[src/rtl/muldiv_iter_pkg.sv]
// Shared definitions for the iterative RV32M multiply/divide unit:
// funct3 operation codes, default widths and operand-class helpers.
package muldiv_iter_pkg;

    localparam int unsigned MD_XLEN       = 32;
    localparam int unsigned MD_REG_ADDR_W = 5;

    typedef enum logic [2:0] {
        MD_MUL    = 3'd0,
        MD_MULH   = 3'd1,
        MD_MULHSU = 3'd2,
        MD_MULHU  = 3'd3,
        MD_DIV    = 3'd4,
        MD_DIVU   = 3'd5,
        MD_REM    = 3'd6,
        MD_REMU   = 3'd7
    } md_op_e;

    function automatic logic md_is_div(input md_op_e op);
        return op inside {MD_DIV, MD_DIVU, MD_REM, MD_REMU};
    endfunction

    function automatic logic md_is_rem(input md_op_e op);
        return op inside {MD_REM, MD_REMU};
    endfunction

    function automatic logic md_rs1_signed(input md_op_e op);
        return op inside {MD_MULH, MD_MULHSU, MD_DIV, MD_REM};
    endfunction

    function automatic logic md_rs2_signed(input md_op_e op);
        return op inside {MD_MULH, MD_DIV, MD_REM};
    endfunction

endpackage

[src/rtl/muldiv_iter.sv]
// Iterative RV32M multiply/divide: one radix-2 shift-add or restoring-divide
// step per cycle on operand magnitudes, sign applied in a final fixup cycle.
module muldiv_iter
    import muldiv_iter_pkg::*;
#(
    parameter int unsigned XLEN       = MD_XLEN,
    parameter int unsigned REG_ADDR_W = MD_REG_ADDR_W
) (
    input  logic                  clk,
    input  logic                  reset,
    input  logic                  md_valid_i,
    output logic                  md_ready_o,
    input  logic [2:0]            md_op_i,
    input  logic [XLEN-1:0]       md_data1_i,
    input  logic [XLEN-1:0]       md_data2_i,
    input  logic [REG_ADDR_W-1:0] md_rd_i,
    input  logic                  md_flush_i,
    output logic                  md_valid_o,
    output logic [XLEN-1:0]       md_result_o,
    output logic [REG_ADDR_W-1:0] md_rd_o
);

    localparam int unsigned CNT_W = $clog2(XLEN + 1);

    typedef enum logic [1:0] {
        S_IDLE,
        S_CALC,
        S_FIXUP,
        S_DONE
    } state_e;

    state_e                state_q, state_d;
    md_op_e                op_q;
    logic [REG_ADDR_W-1:0] rd_q;
    logic                  sign1_q, sign2_q;
    logic [XLEN-1:0]       opnd_q;
    logic [2*XLEN-1:0]     acc_q;
    logic [CNT_W-1:0]      cnt_q;
    logic [XLEN-1:0]       result_q;
    logic [REG_ADDR_W-1:0] rd_out_q;

    // Request decode
    md_op_e          op_in;
    logic            accept;
    logic            s1_in, s2_in;
    logic [XLEN-1:0] abs1, abs2;
    logic            div_zero, div_ovf, special;
    logic [XLEN-1:0] special_res;

    always_comb begin
        op_in    = md_op_e'(md_op_i);
        accept   = md_valid_i && (state_q == S_IDLE) && !md_flush_i;
        s1_in    = md_rs1_signed(op_in) && md_data1_i[XLEN-1];
        s2_in    = md_rs2_signed(op_in) && md_data2_i[XLEN-1];
        abs1     = s1_in ? ('0 - md_data1_i) : md_data1_i;
        abs2     = s2_in ? ('0 - md_data2_i) : md_data2_i;
        div_zero = md_is_div(op_in) && (md_data2_i == '0);
        div_ovf  = (op_in == MD_DIV || op_in == MD_REM)
                   && (md_data1_i == {1'b1, {(XLEN-1){1'b0}}})
                   && (md_data2_i == '1);
        special  = div_zero || div_ovf;
        if (div_zero) begin
            special_res = md_is_rem(op_in) ? md_data1_i : '1;
        end else begin
            special_res = md_is_rem(op_in) ? '0 : md_data1_i;
        end
    end

    // Shared adder: multiply adds the multiplicand into the high half; divide
    // subtracts the divisor from the shifted partial remainder (MSB = borrow).
    logic [XLEN+1:0]   add_a, add_b, sum;
    logic              add_cin;
    logic [XLEN:0]     shifted;
    logic              div_ge;
    logic [XLEN-1:0]   rem_next;
    logic [2*XLEN-1:0] acc_next;

    always_comb begin
        shifted = {acc_q[2*XLEN-1:XLEN], acc_q[XLEN-1]};
        if (md_is_div(op_q)) begin
            add_a   = {1'b0, shifted};
            add_b   = ~{2'b00, opnd_q};
            add_cin = 1'b1;
        end else begin
            add_a   = {2'b00, acc_q[2*XLEN-1:XLEN]};
            add_b   = acc_q[0] ? {2'b00, opnd_q} : '0;
            add_cin = 1'b0;
        end
        sum      = add_a + add_b + {{(XLEN+1){1'b0}}, add_cin};
        div_ge   = !sum[XLEN+1];
        rem_next = div_ge ? sum[XLEN-1:0] : shifted[XLEN-1:0];
        if (md_is_div(op_q)) begin
            acc_next = {rem_next, acc_q[XLEN-2:0], div_ge};
        end else begin
            acc_next = {sum[XLEN:0], acc_q[XLEN-1:1]};
        end
    end

    // Sign fixup and result select
    logic [2*XLEN-1:0] prod_fix;
    logic [XLEN-1:0]   quot_fix, rem_fix, fix_res;

    always_comb begin
        prod_fix = (sign1_q ^ sign2_q) ? ('0 - acc_q) : acc_q;
        quot_fix = (sign1_q ^ sign2_q) ? ('0 - acc_q[XLEN-1:0]) : acc_q[XLEN-1:0];
        rem_fix  = sign1_q ? ('0 - acc_q[2*XLEN-1:XLEN]) : acc_q[2*XLEN-1:XLEN];
        unique case (op_q)
            MD_MUL:                       fix_res = prod_fix[XLEN-1:0];
            MD_MULH, MD_MULHSU, MD_MULHU: fix_res = prod_fix[2*XLEN-1:XLEN];
            MD_DIV, MD_DIVU:              fix_res = quot_fix;
            default:                      fix_res = rem_fix;
        endcase
    end

    always_ff @(posedge clk or posedge reset) begin
        if (reset) begin
            state_q <= S_IDLE;
        end else begin
            state_q <= state_d;
        end
    end

    always_comb begin
        state_d = state_q;
        unique case (state_q)
            S_IDLE:  if (accept) state_d = special ? S_DONE : S_CALC;
            S_CALC:  if (cnt_q == CNT_W'(1)) state_d = S_FIXUP;
            S_FIXUP: state_d = S_DONE;
            S_DONE:  state_d = S_IDLE;
            default: state_d = S_IDLE;
        endcase
        if (md_flush_i) state_d = S_IDLE;
        md_ready_o = (state_q == S_IDLE);
        md_valid_o = (state_q == S_DONE);
    end

    always_ff @(posedge clk or posedge reset) begin
        if (reset) begin
            op_q     <= MD_MUL;
            rd_q     <= '0;
            sign1_q  <= 1'b0;
            sign2_q  <= 1'b0;
            opnd_q   <= '0;
            acc_q    <= '0;
            cnt_q    <= '0;
            result_q <= '0;
            rd_out_q <= '0;
        end else begin
            if (accept) begin
                op_q    <= op_in;
                rd_q    <= md_rd_i;
                sign1_q <= s1_in;
                sign2_q <= s2_in;
                cnt_q   <= CNT_W'(XLEN);
                // Multiplier / dividend sits in the low half and is shifted out.
                if (md_is_div(op_in)) begin
                    opnd_q <= abs2;
                    acc_q  <= {{XLEN{1'b0}}, abs1};
                end else begin
                    opnd_q <= abs1;
                    acc_q  <= {{XLEN{1'b0}}, abs2};
                end
                if (special) begin
                    result_q <= special_res;
                    rd_out_q <= md_rd_i;
                end
            end
            if (state_q == S_CALC && !md_flush_i) begin
                acc_q <= acc_next;
                cnt_q <= cnt_q - CNT_W'(1);
            end
            if (state_q == S_FIXUP && !md_flush_i) begin
                result_q <= fix_res;
                rd_out_q <= rd_q;
            end
        end
    end

    assign md_result_o = result_q;
    assign md_rd_o     = rd_out_q;

endmodule

[config.mk]
export PLATFORM = sky130hd
export DESIGN_NAME = muldiv_iter
export DESIGN_NICKNAME = d
export VERILOG_FILES = /design/src/rtl/muldiv_iter_pkg.sv /design/src/rtl/muldiv_iter.sv
export SDC_FILE = /design/constraint.sdc
export NUM_CORES = 1
export LEC_CHECK = 0
export BUFFER_PORTS_ARGS = -buffer_cell sky130_fd_sc_hd__buf_4
export CORE_MARGIN = 10
export CORE_UTILIZATION = 55
export CTS_BUF_LIST = sky130_fd_sc_hd__clkbuf_16
export CTS_CLUSTER_SIZE = 8
export DETAILED_ROUTE_END_ITERATION = 8
export PLACE_DENSITY_LB_ADDON = 0.05
export SKIP_LAST_GASP = 1
export SLEW_MARGIN = 20
export SYNTH_ARGS = -nofsm -noshare
export SYNTH_HDL_FRONTEND = slang
export SYNTH_SLANG_ARGS = --single-unit
[constraint.sdc]
create_clock -name clk -period 6.5 [get_ports clk]
set_input_delay 1.3 -clock clk [delete_from_list [all_inputs] [get_ports clk]]
set_output_delay 1.3 -clock clk [all_outputs]
set_load 0.02 [all_outputs]
==> results.md, run 1 <==
| Step | Item | This run |
| --- | --- | --- |
| cts | Resized Gates After CTS | 0 |
| power and ir drop | Worst IR drop on VDD | 231 µV |
| yosys | Post-Syn Nets | 2086 |
| global routing | Pin count of the biggest net entering global routing | 103 |
| route | Detailed Route WL | 56.3 mm |
| global routing | Global-route wire length before repair | 85.0 mm |
| yosys | Share of flip-flops with an asynchronous set or reset after synthesis | 100% |
| yosys | Post-synth design cell area | 0.0149 mm² |
| cts | Total setup buffers inserted after CTS | 0 |
| route | Detail-routed net length per standard cell | 24.4 µm |
| critical path | CP Capture Type | flip-flop |
| critical path | Top fanout value on the critical path | 47 |
| yosys | Top cells by area, synth | sky130_fd_sc_hd__dfrtp_1 25%, sky130_fd_sc_hd__o21ai_0 6.1%, sky130_fd_sc_hd__nand2_1 5.9%, sky130_fd_sc_hd__xnor2_1 5.1%, sky130_fd_sc_hd__a21oi_1 4.8% |
| yosys | Mean area per synthesized cell | 7.59 µm² |
| power and ir drop | Net Switching | 0.00494 W |
| critical path | Critical path cell sequence | clkinv_1, buf_12, o21ai_0, inv_1, fa_1, inv_1, fa_1, a211oi_1, o21ai_0, a32oi_1, a2111oi_0, nor2_1, o311ai_0, a21oi_1, a311oi_1 |
| place | GP Congestion | 0.980 |
| route | Starting DRT DRC Count | 2000 |
| power and ir drop | Internal power summed over all cells | 0.00428 W |
| timing | Number of hold violations in the final report | 0 |
| power and ir drop | Power per cell area | 562 mW/mm² |
| cts | Bufs on Longest Clock Path | 2 |
| route | Routed via count divided by cell count | 6.79 |
| power and ir drop | Share of total power consumed by net switching | 53.6% |
| die | Die width | 185 µm |
| global routing | GR Util All Layers | 32.2% |
| route | Final routed DRC violation total | 0 |
| min path | Hold path cells | 2 |
| cts | Clock tree sinks | 151 |
| finish | Fraction of layout cells with a size suffix above 1 | 13.5% |
| timing | Finish-stage setup viols | 0 |
| critical path | Required @ worst endpoint | 6.84 ns |
| global routing | Via count of the first global-routing pass | 14.1k |
| timing | RSZ-0062 raised after global routing | no |
| critical path | Critical path type | reg2reg |
| die | Full die area | 0.0341 mm² |
| cts | Clock tree from TritonCTS | done |
| route | Number of routed nets with antenna violations | 0 |
| die | Die Span Y | 185 µm |
| yosys | Proportion of synthesized chip area in sequential cells | 25.3% |
| finish | Number of diodes added for antenna fixing | 0 |
| cts | Root buffer cell | sky130_fd_sc_hd__clkbuf_16 |
| timing | Number of pins exceeding their max-slew limit in the final report | 0 |
| timing | Layout Skew | 0.0124 ns |
| yosys | Post-synth EDFFs | 0 |
| flow run | Count of maximum capacitance violations | 0 |
| finish | Synthesis-to-layout area growth | 10.0% |
| route | Number of vias in the routed layout | 15.7k |
| finish | Layout filler cell count | 2451 |
| power and ir drop | Fraction of power consumed by the clock network | 11.7% |
| yosys | Flip-flop cell with the highest count after synthesis | sky130_fd_sc_hd__dfrtp_1 |
| timing | Least-Margin Pin Slew | 1.19 ns |
| cts | Cts bufs inserted | 17 |
| die | Area of the core | 0.0268 mm² |
| timing | Headroom to the max-slew limit | 20.6% |
| yosys | Post-Syn Instances | 1964 |
| cts | H-Tree Depth | 4 |
| power and ir drop | Leakage power | 6.76 nW |
| min path | Type of the tightest min-delay check | reg2reg |
| critical path | Master of the slowest instance on the critical path | sky130_fd_sc_hd__dfrtp_4 |
| yosys | Count of distinct cell types in the synthesized netlist | 83 |
| yosys | Area share of the leading cell type in the synthesized netlist | 25.3% |
| critical path | Critical path startpoint category | flip-flop |
| die | Standard-cell row count | 60 |
| yosys | Most common cell in the netlist | sky130_fd_sc_hd__nand2_1 |
| yosys | Synth cell count leaders | 234 x sky130_fd_sc_hd__nand2_1, 182 x sky130_fd_sc_hd__o21ai_0, 165 x sky130_fd_sc_hd__nor2_1 |
| timing | Fin crit period | 5.57 ns |
| place | Dpl hpwl | 42.0 mm |
| global routing | Antenna violations before repair | 0 |
| place | PortBufs | 114 |
| finish | Count of nets after finishing | 2072 |
| timing | Ratio of final minimum period to clock period | 85.7% |
| timing | Max Clk Rate | 180 MHz |
| yosys | Yosys top cell by area | sky130_fd_sc_hd__dfrtp_1 |
| power and ir drop | Gate power share | 64.7% |
| global routing | Grt total ovfl | 0 |
| status | Result of the run | complete, no violations |
| timing | Total negative slack | 0 ns |
| die | Initial Utilization | 55.6% |
| power and ir drop | Sequential fraction of design power | 23.5% |
| critical path | Worst r2r path cells | 15 |
| critical path | Data arrival time at the worst-slack endpoint | 5.91 ns |
| route | First-pass detailed-route iteration total | 8 |
| cts | Worst-skew pair later-pin latency | 0.45 ns |
| cts | Hold-fix buffers, CTS | 0 |
| cts | Clock slew seen by the registers of the worst setup and hold paths | 0.07 ns |
| yosys | Number of storage elements in the synthesis netlist | 151 |
| yosys | Warnings, synthesis | 0 |
| die | Ports placed on the boundary | 115 |
| critical path | Slowest cell delay on critical path | 0.84 ns |
| timing | Worst hold slack | 0.478 ns |
-- power by group through the flow --
stage,logic (W),clock network (W),registers [W]
floorplan,0.00441,0,0.00178
global placement,0.00575,0,0.00213
detailed placement,0.00581,0,0.00214
CTS,0.00584,0.00109,0.00213
global route,0.00649,0.00112,0.00221
finish,0.00597,0.00108,0.00217
-- per-layer routing --
metal,track usage (%),wire (µm)
met3,6.44,5190
met4,13.2,2220
met1,43.3,23400
met2,49.5,25400
met5,0,0
-- critical path, delay by kind of cell (launching register included) --
family,cells,cell delay (ns)
flip-flops,1,0.84
AND/OR/NAND/NOR,1,0.18
AO/OA/AOI/OAI,8,2.66
buffers and inverters,4,1.13
adder cells (fa/ha/maj),2,0.63
-- cell usage in the layout, fill, tap and decap left out, drive strengths merged, types with 48 or more instances in the layout --
cell type    n
buf        138
nor2       167
xor2        74
xnor2       86
nor3        48
nand2      234
o21ai      206
a21oi      144
dfrtp      151
a211oi      62
-- cell families after synthesis --
kind of cell	Yosys count	synth area share, %
mux	83	5.91
xor+xnor	160	9.40
flops	151	25.3
simple gates	649	21.1
buf+inv	202	5.23
fa+ha+maj	46	3.96
compound gates	673	29.0
-- worst paths after layout --
kind	slack [ns]	from	endpoint
worst min register to register	0.48	rd_q[2]	rd_q[2]
worst max-delay path	0.93	op_q[2]	acc_q[58]
max in group asynchronous	4.16	reset	acc_q[25]
worst max register to register	0.93	op_q[2]	acc_q[58]
worst min-delay path	0.48	rd_q[2]	rd_q[2]
min in group asynchronous	0.99	reset	md_result_o[25]
-- final cells by class --
class	count	area (µm²)	area share [%]
Clock buffer	17	425	2.59
Tap cell	341	427	2.60
Multi-Input combinational cell	1611	10400	63.5
Timing Repair Buffer	138	1050	6.39
Clock inverter	15	185	1.13
Sequential cell	151	3780	23.1
Inverter	31	121	0.740
-- metrics by stage --
step | std cells | total power [W] | instance area [µm²] | setup slack (ns) | util (%)
2_1_floorplan | 1964 | 0.00620 | 14900 | 1.14 | -
3_3_place_gp | 2272 | 0.00788 | 15800 | 1.35 | 58.9
4_1_cts | 2304 | 0.00906 | 16400 | 1.10 | 61.2
3_5_place_dp | 2272 | 0.00796 | 15800 | 1.09 | 58.9
6_report | 2304 | 0.00922 | 16400 | 0.933 | 61.2
5_1_grt | 2304 | 0.00982 | 16400 | 0.476 | 61.2
-- registers in the layout (all words and copies together), names as in the netlist --
name,cells
acc_q,64
md_result_o,32
op_q,3
cnt_q,6
sign2_q,1
opnd_q,32
md_rd_o,5
state_q,2
rd_q,5
sign1_q,1
(Power assumes the default switching activity.)
==> inputs of run 2 (changes only) <==
--- a/config.mk
+++ b/config.mk
@@ -6,7 +6,7 @@
 export NUM_CORES = 1
 export LEC_CHECK = 0
 export BUFFER_PORTS_ARGS = -buffer_cell sky130_fd_sc_hd__buf_4
-export CORE_MARGIN = 10
+export CAP_MARGIN = 20
 export CORE_UTILIZATION = 55
 export CTS_BUF_LIST = sky130_fd_sc_hd__clkbuf_16
 export CTS_CLUSTER_SIZE = 8
==> run 2 against run 1 <==
Hold slack hardly changed. Design area is 0.27% lower. Flip-flop and latch count stayed put. Via count is 2.5% higher. Sequential power is 3% higher. Critical path type unchanged. Critical endpoint unchanged.
==> results.md, run 2 (synthesis gave the netlist of run 1 again) <==
| Step | Item | This run |
| --- | --- | --- |
| finish | Max FFs per register | 64 |
| global routing | GR Util All Layers | 41.3% |
| cts | Bufs on Longest Clock Path | 2 |
| global routing | Antenna violations before repair | 0 |
| status | Result of the run | complete, no violations |
| power and ir drop | Power per cell area | 573 mW/mm² |
| route | Final routed DRC violation total | 0 |
| timing | Headroom to the max-slew limit | 26.8% |
| timing | Number of hold violations in the final report | 0 |
| critical path | Critical path cell sequence | nor2_2, nand2_1, o21ai_0, inv_1, fa_1, inv_1, fa_1, a211oi_1, o21ai_0, a32oi_1, a2111oi_0, buf_4, nor2_1, o311ai_0, a21oi_1, a311oi_1 |
| die | Die Span Y | 167 µm |
| finish | Register with the most flip-flops | acc_q |
| cts | Clock slew seen by the registers of the worst setup and hold paths | 0.07 ns |
| timing | Ratio of final minimum period to clock period | 81.8% |
| critical path | Master of the slowest instance on the critical path | sky130_fd_sc_hd__nor2_2 |
| global routing | Grt total ovfl | 0 |
| finish | Count of nets after finishing | 2078 |
| route | Number of vias in the routed layout | 16.0k |
| die | Die width | 167 µm |
| die | Full die area | 0.0278 mm² |
| min path | Type of the tightest min-delay check | reg2reg |
| timing | Least-Margin Pin Slew | 1.09 ns |
| timing | Finish-stage setup viols | 0 |
| finish | Number of diodes added for antenna fixing | 0 |
| place | Post-Place Cell Area | 0.0158 mm² |
| critical path | Buf+Inv Stages, Crit Path | 3 |
| timing | Layout Skew | 0.0152 ns |
| critical path | Slowest cell delay on critical path | 0.78 ns |
| timing | Total negative slack | 0 ns |
| timing | Number of pins exceeding their max-slew limit in the final report | 0 |
| cts | Total setup buffers inserted after CTS | 0 |
| critical path | Critical path's top delay family | compound AO/OA/AOI/OAI gates |
| critical path | Top fanout value on the critical path | 51 |
| cts | Worst-skew pair later-pin latency | 0.45 ns |
| die | Area of the core | 0.0264 mm² |
| cts | Root buffer cell | sky130_fd_sc_hd__clkbuf_16 |
| finish | Synthesis-to-layout area growth | 9.74% |
| place | PortBufs | 114 |
| finish | Layout filler cell count | 2407 |
| cts | Resized Gates After CTS | 0 |
| route | Detailed Route WL | 57.8 mm |
| flow run | Count of maximum capacitance violations | 0 |
| cts | Clock tree from TritonCTS | done |
| die | Ports placed on the boundary | 115 |
| critical path | Critical path type | reg2reg |
| global routing | Via count of the first global-routing pass | 14.5k |
| critical path | Critical path startpoint category | flip-flop |
| route | Number of routed nets with antenna violations | 0 |
| critical path | CP Capture Type | flip-flop |
| place | Setup slack at placement | 1.30 ns |
| cts | Hold-fix buffers, CTS | 0 |
| timing | Worst-case setup margin in the final layout | 1.18 ns |
| cts | Clock tree sinks | 151 |
| place | Dpl hpwl | 43.4 mm |
| finish | Non-Filler Cell Area, Final | 0.0164 mm² |
| cts | Cts bufs inserted | 17 |
| route | Starting DRT DRC Count | 2288 |
| timing | RSZ-0062 raised after global routing | no |
| place | GP Congestion | 1.00 |
| global routing | Pin count of the biggest net entering global routing | 107 |
| critical path | Required @ worst endpoint | 6.85 ns |
| power and ir drop | Worst IR drop on VDD | 422 µV |
| place | Placed Cells incl. Taps | 2272 |
| die | Standard-cell row count | 59 |
| finish | Commonest cells after routing, fill and taps aside | 233 x sky130_fd_sc_hd__nand2_1, 182 x sky130_fd_sc_hd__o21ai_0, 163 x sky130_fd_sc_hd__nor2_1, 150 x sky130_fd_sc_hd__dfrtp_1 |
| route | Routed via count divided by cell count | 6.96 |
| global routing | Global-route wire length before repair | 87.6 mm |
| cts | H-Tree Depth | 4 |
| finish | Most common cell after layout, fill and taps aside | sky130_fd_sc_hd__nand2_1 |
| critical path | Data arrival time at the worst-slack endpoint | 5.67 ns |
| timing | Max Clk Rate | 188 MHz |
| die | Initial Utilization | 56.6% |
| power and ir drop | Leakage power | 6.76 nW |
| finish | Final instance count without filler cells | 2303 |
| timing | Fin crit period | 5.32 ns |
| route | First-pass detailed-route iteration total | 8 |
| finish | Fraction of layout cells with a size suffix above 1 | 13.4% |
| route | Detail-routed net length per standard cell | 25.1 µm |
==> run 2: changes by cell type in the layout (fill, tap and decap cells not counted), sizes merged <==
| cell | previous run | this run |
|---|---|---|
| clkinv | 6 | 9 |
| clkinvlp | 0 | 2 |
| buf | 138 | 144 |
| inv | 38 | 32 |
==> run 2: path summary, 6_finish.rpt <==
| check | startpoint | to | slack (ns) | cells past startpoint |
|---|---|---|---|---|
| min in group asynchronous | reset | md_result_o[28] | 0.95 | 2 |
| min reg2reg | cnt_q[5] | cnt_q[5] | 0.48 | 1 |
| min | cnt_q[5] | cnt_q[5] | 0.48 | 1 |
| max in group asynchronous | reset | op_q[2] | 4.42 | 3 |
| max | op_q[2] | acc_q[58] | 1.18 | 16 |
| max reg2reg | op_q[2] | acc_q[58] | 1.18 | 16 |
==> run 2: power by group <==
group | switching, W | internal [W]
clock | 0.000442 | 0.000559
sequential | 0.000868 | 0.00137
combinational | 0.00381 | 0.00233
total | 0.00512 | 0.00426
==> run 2: per-stage QoR <==
| stage | power (W) | util [%] | hold WS, ns |
|---|---|---|---|
| detailed placement | 0.00812 | 60.0 | 0.470 |
| global placement | 0.00803 | 59.9 | 0.459 |
| floorplan | 0.00620 | - | 0.445 |
| finish | 0.00938 | 62.1 | 0.478 |
| global route | 0.00991 | 62.1 | 0.500 |
| CTS | 0.00914 | 62.1 | 0.480 |
==> run 2: layer usage <==
metal / vias up / routed length (µm) / global-route usage (%)
met2: 1044 / 24500 / 60.9
met5: - / 0 / 0
met4: 0 / 2540 / 18.5
met3: 154 / 6560 / 8.17
li1: 7190 / - / -
met1: 7651 / 24300 / 58.2
==> run 2: final cells by class <==
| class | instances | area (µm²) | share of cell area, % |
|---|---|---|---|
| clock inverters | 14 | 135 | 0.826 |
| clock buffers | 17 | 425 | 2.60 |
| flip-flops and latches | 151 | 3780 | 23.1 |
| multi-input cells | 1611 | 10400 | 63.5 |
| well taps | 335 | 419 | 2.56 |
| inverters | 31 | 121 | 0.742 |
| repair buffers | 144 | 1080 | 6.61 |
